==> config.mk <==
export PLATFORM = sky130hd
export DESIGN_NAME = fifo_rr_sched
export DESIGN_NICKNAME = d
export VERILOG_FILES = /design/src/rtl/fifo_sched_pkg.sv /design/src/rtl/rr_pick.sv /design/src/rtl/fifo_rr_sched.sv
export SDC_FILE = /design/constraint.sdc
export NUM_CORES = 1
export LEC_CHECK = 0
export CAP_MARGIN = 15
export CELL_PAD_IN_SITES_DETAIL_PLACEMENT = 1
export CELL_PAD_IN_SITES_GLOBAL_PLACEMENT = 1
export CORE_UTILIZATION = 40
export CTS_CLUSTER_SIZE = 14
export DETAILED_ROUTE_END_ITERATION = 6
export PLACE_DENSITY_LB_ADDON = 0.1
export SYNTH_ARGS = -nofsm -noshare
export SYNTH_HDL_FRONTEND = slang
export SYNTH_SLANG_ARGS = --single-unit
==> constraint.sdc <==
create_clock -name glb_clk -period 12.1 [get_ports glb_clk]
set_clock_uncertainty 0.05 [all_clocks]
set_input_delay 2.42 -clock glb_clk [delete_from_list [all_inputs] [get_ports glb_clk]]
set_output_delay 2.42 -clock glb_clk [all_outputs]
set_load 0.01 [all_outputs]
==> src/rtl/fifo_sched_pkg.sv <==
// Shared definitions for the FIFO scheduler, its select-code consumers and the output mux.
// Select code: bit 7 = valid, bits [6:0] = port index, all-zero = no FIFO chosen.
package fifo_sched_pkg;

    localparam logic [7:0]  NON_FIFO_CHOOSE  = 8'd0;
    localparam int unsigned CHOOSE_VALID_BIT = 7;

    typedef enum logic [1:0] {
        IDLE  = 2'd0,
        GRANT = 2'd1,
        XFER  = 2'd2
    } sched_state_e;

    function automatic logic [7:0] build_sel_code(input logic [6:0] idx);
        logic [7:0] code;
        code                   = {1'b0, idx};
        code[CHOOSE_VALID_BIT] = 1'b1;
        return code;
    endfunction

endpackage

==> src/rtl/rr_pick.sv <==
// Combinational round-robin pick: first set request at or after start, wrapping at PORT_NUM.
// Rotates the request vector down by start, priority-encodes, then rotates the index back.
module rr_pick #(
    parameter int unsigned PORT_NUM = 14,
    parameter int unsigned IDX_W    = $clog2(PORT_NUM)
) (
    input  logic [PORT_NUM-1:0] req,
    input  logic [IDX_W-1:0]    start,
    output logic                found,
    output logic [IDX_W-1:0]    index
);

    localparam logic [IDX_W:0] PORTS = (IDX_W + 1)'(PORT_NUM);

    logic [PORT_NUM-1:0] rotated;
    logic [IDX_W-1:0]    off;
    logic [IDX_W:0]      sum;

    always_comb begin
        rotated = PORT_NUM'({req, req} >> start);
        found   = |req;
        off     = '0;
        for (int i = PORT_NUM - 1; i >= 0; i--) begin
            if (rotated[i]) off = IDX_W'(i);
        end
        sum = {1'b0, start} + {1'b0, off};
        if (sum >= PORTS) sum = sum - PORTS;
        index = sum[IDX_W-1:0];
    end

endmodule

==> src/rtl/fifo_rr_sched.sv <==
// Packet-level round-robin scheduler: grants one non-empty ingress FIFO until its eop word
// is popped (or the word watchdog fires), driving pop strobes and the registered select code.
module fifo_rr_sched
    import fifo_sched_pkg::*;
#(
    parameter int unsigned PORT_NUM      = 14,
    parameter int unsigned MAX_PKT_WORDS = 256
) (
    input  logic                glb_clk,
    input  logic                glb_areset_n,
    input  logic [PORT_NUM-1:0] fifo_req_bits,
    input  logic [PORT_NUM-1:0] fifo_eop_bits,
    input  logic                out_ready,
    output logic [PORT_NUM-1:0] fifo_rd_en,
    output logic [7:0]          fifo_sel_res_final,
    output logic                out_valid,
    output logic                sched_busy,
    output logic                timeout_err
);

    localparam int unsigned     IDX_W    = $clog2(PORT_NUM);
    localparam int unsigned     CNT_W    = $clog2(MAX_PKT_WORDS + 1);
    localparam logic [IDX_W-1:0] LAST_IDX = IDX_W'(PORT_NUM - 1);
    localparam logic [CNT_W-1:0] MAX_CNT  = CNT_W'(MAX_PKT_WORDS);

    sched_state_e     state_q;
    logic [IDX_W-1:0] sel_idx_q, last_grant_q;
    logic [CNT_W-1:0] word_cnt_q, cnt_inc;
    logic [7:0]       code_q;
    logic             timeout_q;

    logic [IDX_W-1:0] pick_start, pick_idx;
    logic             pick_found;
    logic             rd_hit;

    // The search starts just past the last released port, so it ranks lowest next time.
    assign pick_start = (last_grant_q == LAST_IDX) ? '0 : last_grant_q + 1'b1;

    rr_pick #(
        .PORT_NUM (PORT_NUM),
        .IDX_W    (IDX_W)
    ) u_rr_pick (
        .req   (fifo_req_bits),
        .start (pick_start),
        .found (pick_found),
        .index (pick_idx)
    );

    assign rd_hit  = (state_q == XFER) & out_ready & fifo_req_bits[sel_idx_q];
    assign cnt_inc = (word_cnt_q == '1) ? word_cnt_q : word_cnt_q + 1'b1;

    always_comb begin
        fifo_rd_en            = '0;
        fifo_rd_en[sel_idx_q] = rd_hit;
    end

    always_ff @(posedge glb_clk or negedge glb_areset_n) begin
        if (!glb_areset_n) begin
            state_q      <= IDLE;
            sel_idx_q    <= '0;
            last_grant_q <= LAST_IDX;
            word_cnt_q   <= '0;
            code_q       <= NON_FIFO_CHOOSE;
            timeout_q    <= 1'b0;
        end else begin
            timeout_q <= 1'b0;
            case (state_q)
                IDLE: begin
                    if (|fifo_req_bits) state_q <= GRANT;
                end
                GRANT: begin
                    if (pick_found) begin
                        sel_idx_q  <= pick_idx;
                        code_q     <= build_sel_code(7'(pick_idx));
                        word_cnt_q <= '0;
                        state_q    <= XFER;
                    end else begin
                        code_q  <= NON_FIFO_CHOOSE;
                        state_q <= IDLE;
                    end
                end
                XFER: begin
                    if (rd_hit) begin
                        word_cnt_q <= cnt_inc;
                        // An eop on the limit word is a normal release, not a timeout.
                        if (fifo_eop_bits[sel_idx_q] || cnt_inc == MAX_CNT) begin
                            last_grant_q <= sel_idx_q;
                            code_q       <= NON_FIFO_CHOOSE;
                            timeout_q    <= ~fifo_eop_bits[sel_idx_q];
                            state_q      <= IDLE;
                        end
                    end
                end
                default: state_q <= IDLE;
            endcase
        end
    end

    assign fifo_sel_res_final = code_q;
    assign out_valid          = rd_hit;
    assign sched_busy         = (state_q != IDLE);
    assign timeout_err        = timeout_q;

endmodule

== Yosys cells after proc, flatten, opt, wreduce, memory -nomap -nowiden ==
Cells that the tools add are included.

* Flip-flop bits (word level): 28
* Logic and storage cells: 76

* $add $sub $neg: 4
* Magnitude comparators: 3
* Equal/unequal tests: 9
* Shift-type cells: 1
* Multiplexer cells: 38
* Bitwise operators: 4
* Reduce and logical (&&, ||, !) cells: 11

{| class="wikitable"
|+ Operators with widths
! cell !! count
|-
| 2-to-1 mux 4 bit || 16
|-
| right shift 28 x 4 -> 14 bit || 1
|-
| 2-to-1 mux 9 bit || 3
|-
| 2-to-1 mux 8 bit || 3
|-
| equality test 9 bit (second input constant) || 2
|-
| one-hot mux 9 bit (2 select lines) || 1
|-
| one-hot mux 8 bit (2 select lines) || 1
|-
| AND 14 bit || 1
|-
| OR reduction 14 bit || 1
|-
| AND reduction 3 bit || 4
|-
| adder 9 x 1 -> 9 bit (second input constant) || 1
|-
| binary-select mux 1 bit (select 4 bit) || 2
|-
| 2-to-1 mux 2 bit || 4
|-
| 2-to-1 mux 1 bit || 6
|-
| != test 2 bit (second input constant) || 3
|-
| one-hot mux 2 bit (3 select lines) || 1
|-
| adder 4 x 4 -> 5 bit || 1
|-
| greater-or-equal comparator 5 x 4 -> 1 bit (second input constant) || 1
|-
| less-than comparator 4 x 5 -> 1 bit (second input constant) || 1
|-
| adder 4 x 1 -> 4 bit (second input constant) || 1
|-
| demux 1 bit (select 4 bit) || 1
|-
| equality test 4 bit (second input constant) || 1
|-
| greater-or-equal comparator 4 x 1 -> 1 bit (second input constant) || 1
|-
| nonzero test 2 bit || 2
|-
| other kinds (10) || 11
|}

== Longest topological paths before layout ==
* Word-level depth: 22
* Mapped depth: 23
* Mapped depth without buffers: 20

== Hierarchy ==
Synthesis repeated with hierarchy kept, for this count alone.

* Cell total of the unflattened synthesis: 344
* Area total of the unflattened synthesis: 3176.8 µm²

{| class="wikitable"
|+ Modules (own cells, without submodules)
! module !! instances !! cells each !! area an instance (µm²)
|-
| fifo_rr_sched || 1 || 236 || 2052.0
|-
| rr_pick || 1 || 108 || 1124.8
|}

== Worst setup path before layout ==
Ideal clock, no wire load.

* Path type: input to output
* Start: input fifo_req_bits[12]
* End: output fifo_rd_en[0]
* Data arrival time: 3925 ps
* Data required time: 9630 ps
* Path slack: 5705 ps
* Stages on the path: 7
* Buffers on the path: 2
* Cell sequence: clkbuf_1 -> mux2i_1 -> nor3_1 -> o2111ai_1 -> clkbuf_1 -> or3_1 -> nor3_1

* Longest elaborated chain between the ends: 4

{| class="wikitable"
|+ Ends and longest elaborated chain
! item !! RTL line !! RTL
|-
| from (decl) || fifo_rr_sched.sv:11 || <nowiki>input logic [PORT_NUM-1:0] fifo_req_bits,</nowiki>
|-
| binary-select mux 1 bit (select 4 bit) || fifo_rr_sched.sv:49 || <nowiki>assign rd_hit = (state_q == XFER) & out_ready & fifo_req_bits[sel_idx_q];</nowiki>
|-
| 2-to-1 mux 1 bit (implied by the code) || fifo_rr_sched.sv:49 ||
|-
| AND 1 bit || fifo_rr_sched.sv:49 ||
|-
| AND 14 bit (no line) || n/a ||
|-
| to (decl) || fifo_rr_sched.sv:14 || <nowiki>output logic [PORT_NUM-1:0] fifo_rd_en,</nowiki>
|}

No other way between the ends. The select of a mux whose other input is x is not followed.

== Worst setup path after layout ==
* Start: input fifo_req_bits[2]
* End: output fifo_rd_en[3]

The elaborated chain is that of the path after synthesis.

==> out/qor.log <==
qor: run_status.run_status finished, final reports clean
qor: global_routing.grt_overflow 0
qor: synth.yosys_warnings 0
qor: timing.hold_viol 0
qor: die.core_area 0.008258 mm²
qor: die.dieArea 0.008967 mm²
qor: timing.totalNegativeSetupSlack 0 ns
qor: timing.worst_pin_slew 0.9323 ns
qor: placement.dp_hpwl 9100 µm
qor: timing.timing.slew.headroom 37.78%
qor: timing.timing.final.crit_period 8.379 ns
qor: cts.cts.sink_count 25
qor: synth.synth.mux.area_fraction 17.84%
qor: synth.post_synth_main_area_contributors sky130_fd_sc_hd__dfrtp_1, sky130_fd_sc_hd__mux2i_1, sky130_fd_sc_hd__mux4_2
qor: hold_path.worstHoldPathType flop to flop
qor: final_layout.syn2layout_area_growth 15.73%
qor: synth.dominant_combinational_cell_family_by_area_after_synthesis compound AO/OA/AOI/OAI gates
qor: routing.m1WireLength 5548 µm
qor: timing.fmax 119.3 MHz
qor: routing.wl_met3 740 µm
qor: final_layout.fin_nets 497
qor: cts.tritoncts yes
qor: synth.yosys.cell_count.top_type sky130_fd_sc_hd__nand2_1
qor: die.ports_placed_on_the_boundary 56
qor: die.starting_density_of_the_core 41.62%
qor: synth.yosys.area.top_type sky130_fd_sc_hd__dfrtp_1
qor: synth.postSynth.asyncResetShare 100.0%
qor: synth.syn_area_per_cell 8.012 µm²
qor: synth.yosys.cell_types.count 78
qor: setup_path.end_kind output port
qor: final_layout.antennaDiodeCount 0
qor: timing.final_min_period_over_clock_period 69.25%
qor: routing.drt-vias-per-instance 6.438
qor: cts.cts-hold-fix-buffers 0
qor: timing.timing.final.ws_setup 3.721 ns
qor: routing.wl 11,680 µm
qor: final_layout.n_fill_cell 1,002
qor: synth.compound_gate_portion_of_the_synthesized_area 27.81%
qor: global_routing.maximum_number_of_pins_on_one_net_before_global_route_repair 31
qor: cts.clock-root-buffer sky130_fd_sc_hd__clkbuf_8
qor: synth.number_of_enable_type_register_cells_in_the_synthesized_netlist 0
qor: global_routing.globalRouteTotalUtil 26.70%
qor: synth.synth_commonest_cells sky130_fd_sc_hd__nand2_1, sky130_fd_sc_hd__nor2_1, sky130_fd_sc_hd__mux2i_1, sky130_fd_sc_hd__dfrtp_1
qor: timing.timing.final.setup_violations 0
qor: global_routing.grt_first_pass_wirelength 18,630 µm
qor: routing.drt-pass1-iter-count 4
qor: synth.mappedNetlistArea 0.003437 mm²
qor: cts.cts_htree_levels 1
qor: synth.most_used_flip_flop_cell_after_synthesis sky130_fd_sc_hd__dfrtp_1
qor: global_routing.grt_antenna_before_repair 0
qor: synth.post-synth-top-area-fraction 16.02%
qor: routing.highest_routed_metal_layer met4
qor: synth.synth_xor_area_share 1.274%
qor: setup_path.timing.reg2reg.setup_slack 5.79 ns
qor: die.die-height 94.70 µm
qor: setup_path.critical_path_arrival 5.91 ns
qor: final_layout.final_layout_size_suffix_gt1_share 11.16%
qor: setup_path.critical_path_required 9.63 ns
qor: cts.cts_repair_resize_count 0
qor: final_layout.stdcell_area 0.003978 mm²
qor: synth.seq_area_frac_synth 18.31%
qor: timing.finalMaxSlewViolations 0
qor: setup_path.setup.worst_path.class input port to output port
qor: setup_path.worstSetupStartpointType input port
qor: cts.numCtsBuffers 3
qor: die.die_w 94.70 µm
qor: placement.placed_cell_area 0.003929 mm²
qor: routing.routed-wl-met2 5279 µm
qor: synth.yosys.area_share.adder 3.131%
qor: setup_path.critPathMaxFanout 13
qor: die.floorplan.rows 33
qor: cts.path_clk_slew 0.10 ns
qor: timing.rsz0062_at_grt false
qor: routing.routed_wire_length_per_instance 20.78 µm
qor: cts.clk-insertion-delay-late 0.27 ns
qor: synth.ys_seq_elements 25
qor: synth.synth-simple-area-share 23.92%
qor: synth.synth_cells 429
qor: cts.cts_max_path_buffers 2
qor: placement.place.port_buffers 52
qor: cts.cts_post_setup_buffers_inserted 0
qor: global_routing.grt_pass1_vias 3,448
qor: placement.place_ws 3.786 ns
qor: routing.drt-initial-drc-count 208
qor: placement.routabilityCongestion 0.9277
qor: routing.drcViolationCount 0
qor: routing.dr_total_vias 3,618
qor: flow_run.drv.max_cap_violation_count 0
qor: routing.antenna_left 0
## placed cells by master (no fill, tap or decap), types with 6 or more instances in the layout
| cell | netlist | layout |
|---|---|---|
| sky130_fd_sc_hd__clkdlybuf4s50_1 | 0 | 52 |
| sky130_fd_sc_hd__mux4_2 | 8 | 8 |
| sky130_fd_sc_hd__nand4_1 | 7 | 7 |
| sky130_fd_sc_hd__nor2_1 | 30 | 30 |
| sky130_fd_sc_hd__dfrtp_1 | 22 | 22 |
| sky130_fd_sc_hd__mux2_2 | 9 | 9 |
| sky130_fd_sc_hd__nand2b_1 | 7 | 7 |
| sky130_fd_sc_hd__and2_1 | 7 | 7 |
| sky130_fd_sc_hd__o221ai_1 | 6 | 6 |
| sky130_fd_sc_hd__a21oi_1 | 21 | 21 |
| sky130_fd_sc_hd__a211oi_1 | 12 | 12 |
| sky130_fd_sc_hd__mux2i_1 | 28 | 28 |
| sky130_fd_sc_hd__inv_1 | 16 | 16 |
| sky130_fd_sc_hd__nor3_1 | 17 | 17 |
| sky130_fd_sc_hd__and3_1 | 7 | 7 |
| sky130_fd_sc_hd__nor4_1 | 6 | 6 |
| sky130_fd_sc_hd__ha_1 | 7 | 7 |
| sky130_fd_sc_hd__nand2_1 | 44 | 44 |
| sky130_fd_sc_hd__o211ai_1 | 7 | 7 |
| sky130_fd_sc_hd__nand3_1 | 16 | 16 |
| sky130_fd_sc_hd__o21ai_0 | 21 | 21 |
## worst paths after layout
| check | start | endpoint | cells past startpoint |
|---|---|---|---|
| setup / recovery | fifo_req_bits[2] | fifo_rd_en[3] | 9 |
| setup reg to reg | last_grant_q[0]$_DFFE_PN1P_ | fifo_sel_res_final[2]$_DFFE_PN0P_ | 17 |
| max in group asynchronous | glb_areset_n | last_grant_q[0]$_DFFE_PN1P_ | 2 |
| hold reg to reg | fifo_sel_res_final[7]$_DFFE_PN0P_ | fifo_sel_res_final[7]$_DFFE_PN0P_ | 2 |
| hold / removal | fifo_sel_res_final[7]$_DFFE_PN0P_ | fifo_sel_res_final[7]$_DFFE_PN0P_ | 2 |
| min in group asynchronous | glb_areset_n | word_cnt_q[2]$_DFFE_PN0P_ | 2 |
## routing by layer
metal / global-route usage (%) / up-vias
met5: 0 / -
met4: 4.293 / 0
met3: 2.818 / 10
met2: 42.51 / 123
met1: 39.28 / 1807
li1: - / 1678
## stage by stage
stage / hold slack, ns / instances / utilization (%)
6_report: 0.5043 / 562 / 48.17
5_1_grt: 0.5443 / 562 / 48.17
4_1_cts: 0.5032 / 562 / 48.17
3_5_place_dp: 0.4883 / 558 / 47.58
3_3_place_gp: 0.4848 / 558 / 47.58
2_1_floorplan: 0.4594 / 431 / -
## worst max-delay path, cell delays in order
cell	delay [ns]
sky130_fd_sc_hd__clkdlybuf4s50_1	0.57
sky130_fd_sc_hd__mux4_2	0.50
sky130_fd_sc_hd__mux2i_1	0.18
sky130_fd_sc_hd__o22ai_1	0.13
sky130_fd_sc_hd__o2111ai_1	0.78
sky130_fd_sc_hd__clkinv_1	0.50
sky130_fd_sc_hd__nand3_1	0.26
sky130_fd_sc_hd__nor3_1	0.07
sky130_fd_sc_hd__clkdlybuf4s50_1	0.49
## sequential cells by signal, summed over array words and instances, names as in the netlist
signal              count
fifo_sel_res_final      5
word_cnt_q              9
last_grant_q            4
sel_idx_q               4
timeout_err             1
state_q                 2
## area by class of cell
| cell class | count | area [µm²] | area share [%] |
|---|---|---|---|
| well taps | 105 | 131.4 | 3.303 |
| clock buffers | 3 | 41.29 | 1.038 |
| repair buffers | 54 | 535.5 | 13.46 |
| multi-input cells | 353 | 2554 | 64.20 |
| inverters | 21 | 78.83 | 1.982 |
| flip-flops and latches | 25 | 629.4 | 15.82 |
| clock inverters | 1 | 7.507 | 0.1887 |
## cells by family (layout without fill, tap and decap cells)
group / after synthesis / after routing
AOI/OAI and AO/OA: 126 / 126
xor gates and xnor gates: 5 / 5
adders and majority gates: 8 / 8
buffers and inverters: 53 / 79
DFF: 25 / 25
muxes: 48 / 48
other: 1 / 3
and+or+nand+nor: 163 / 163
Power is not shown: default switching activity piles up to over one toggle a cycle in this logic, so the estimate is an artifact.
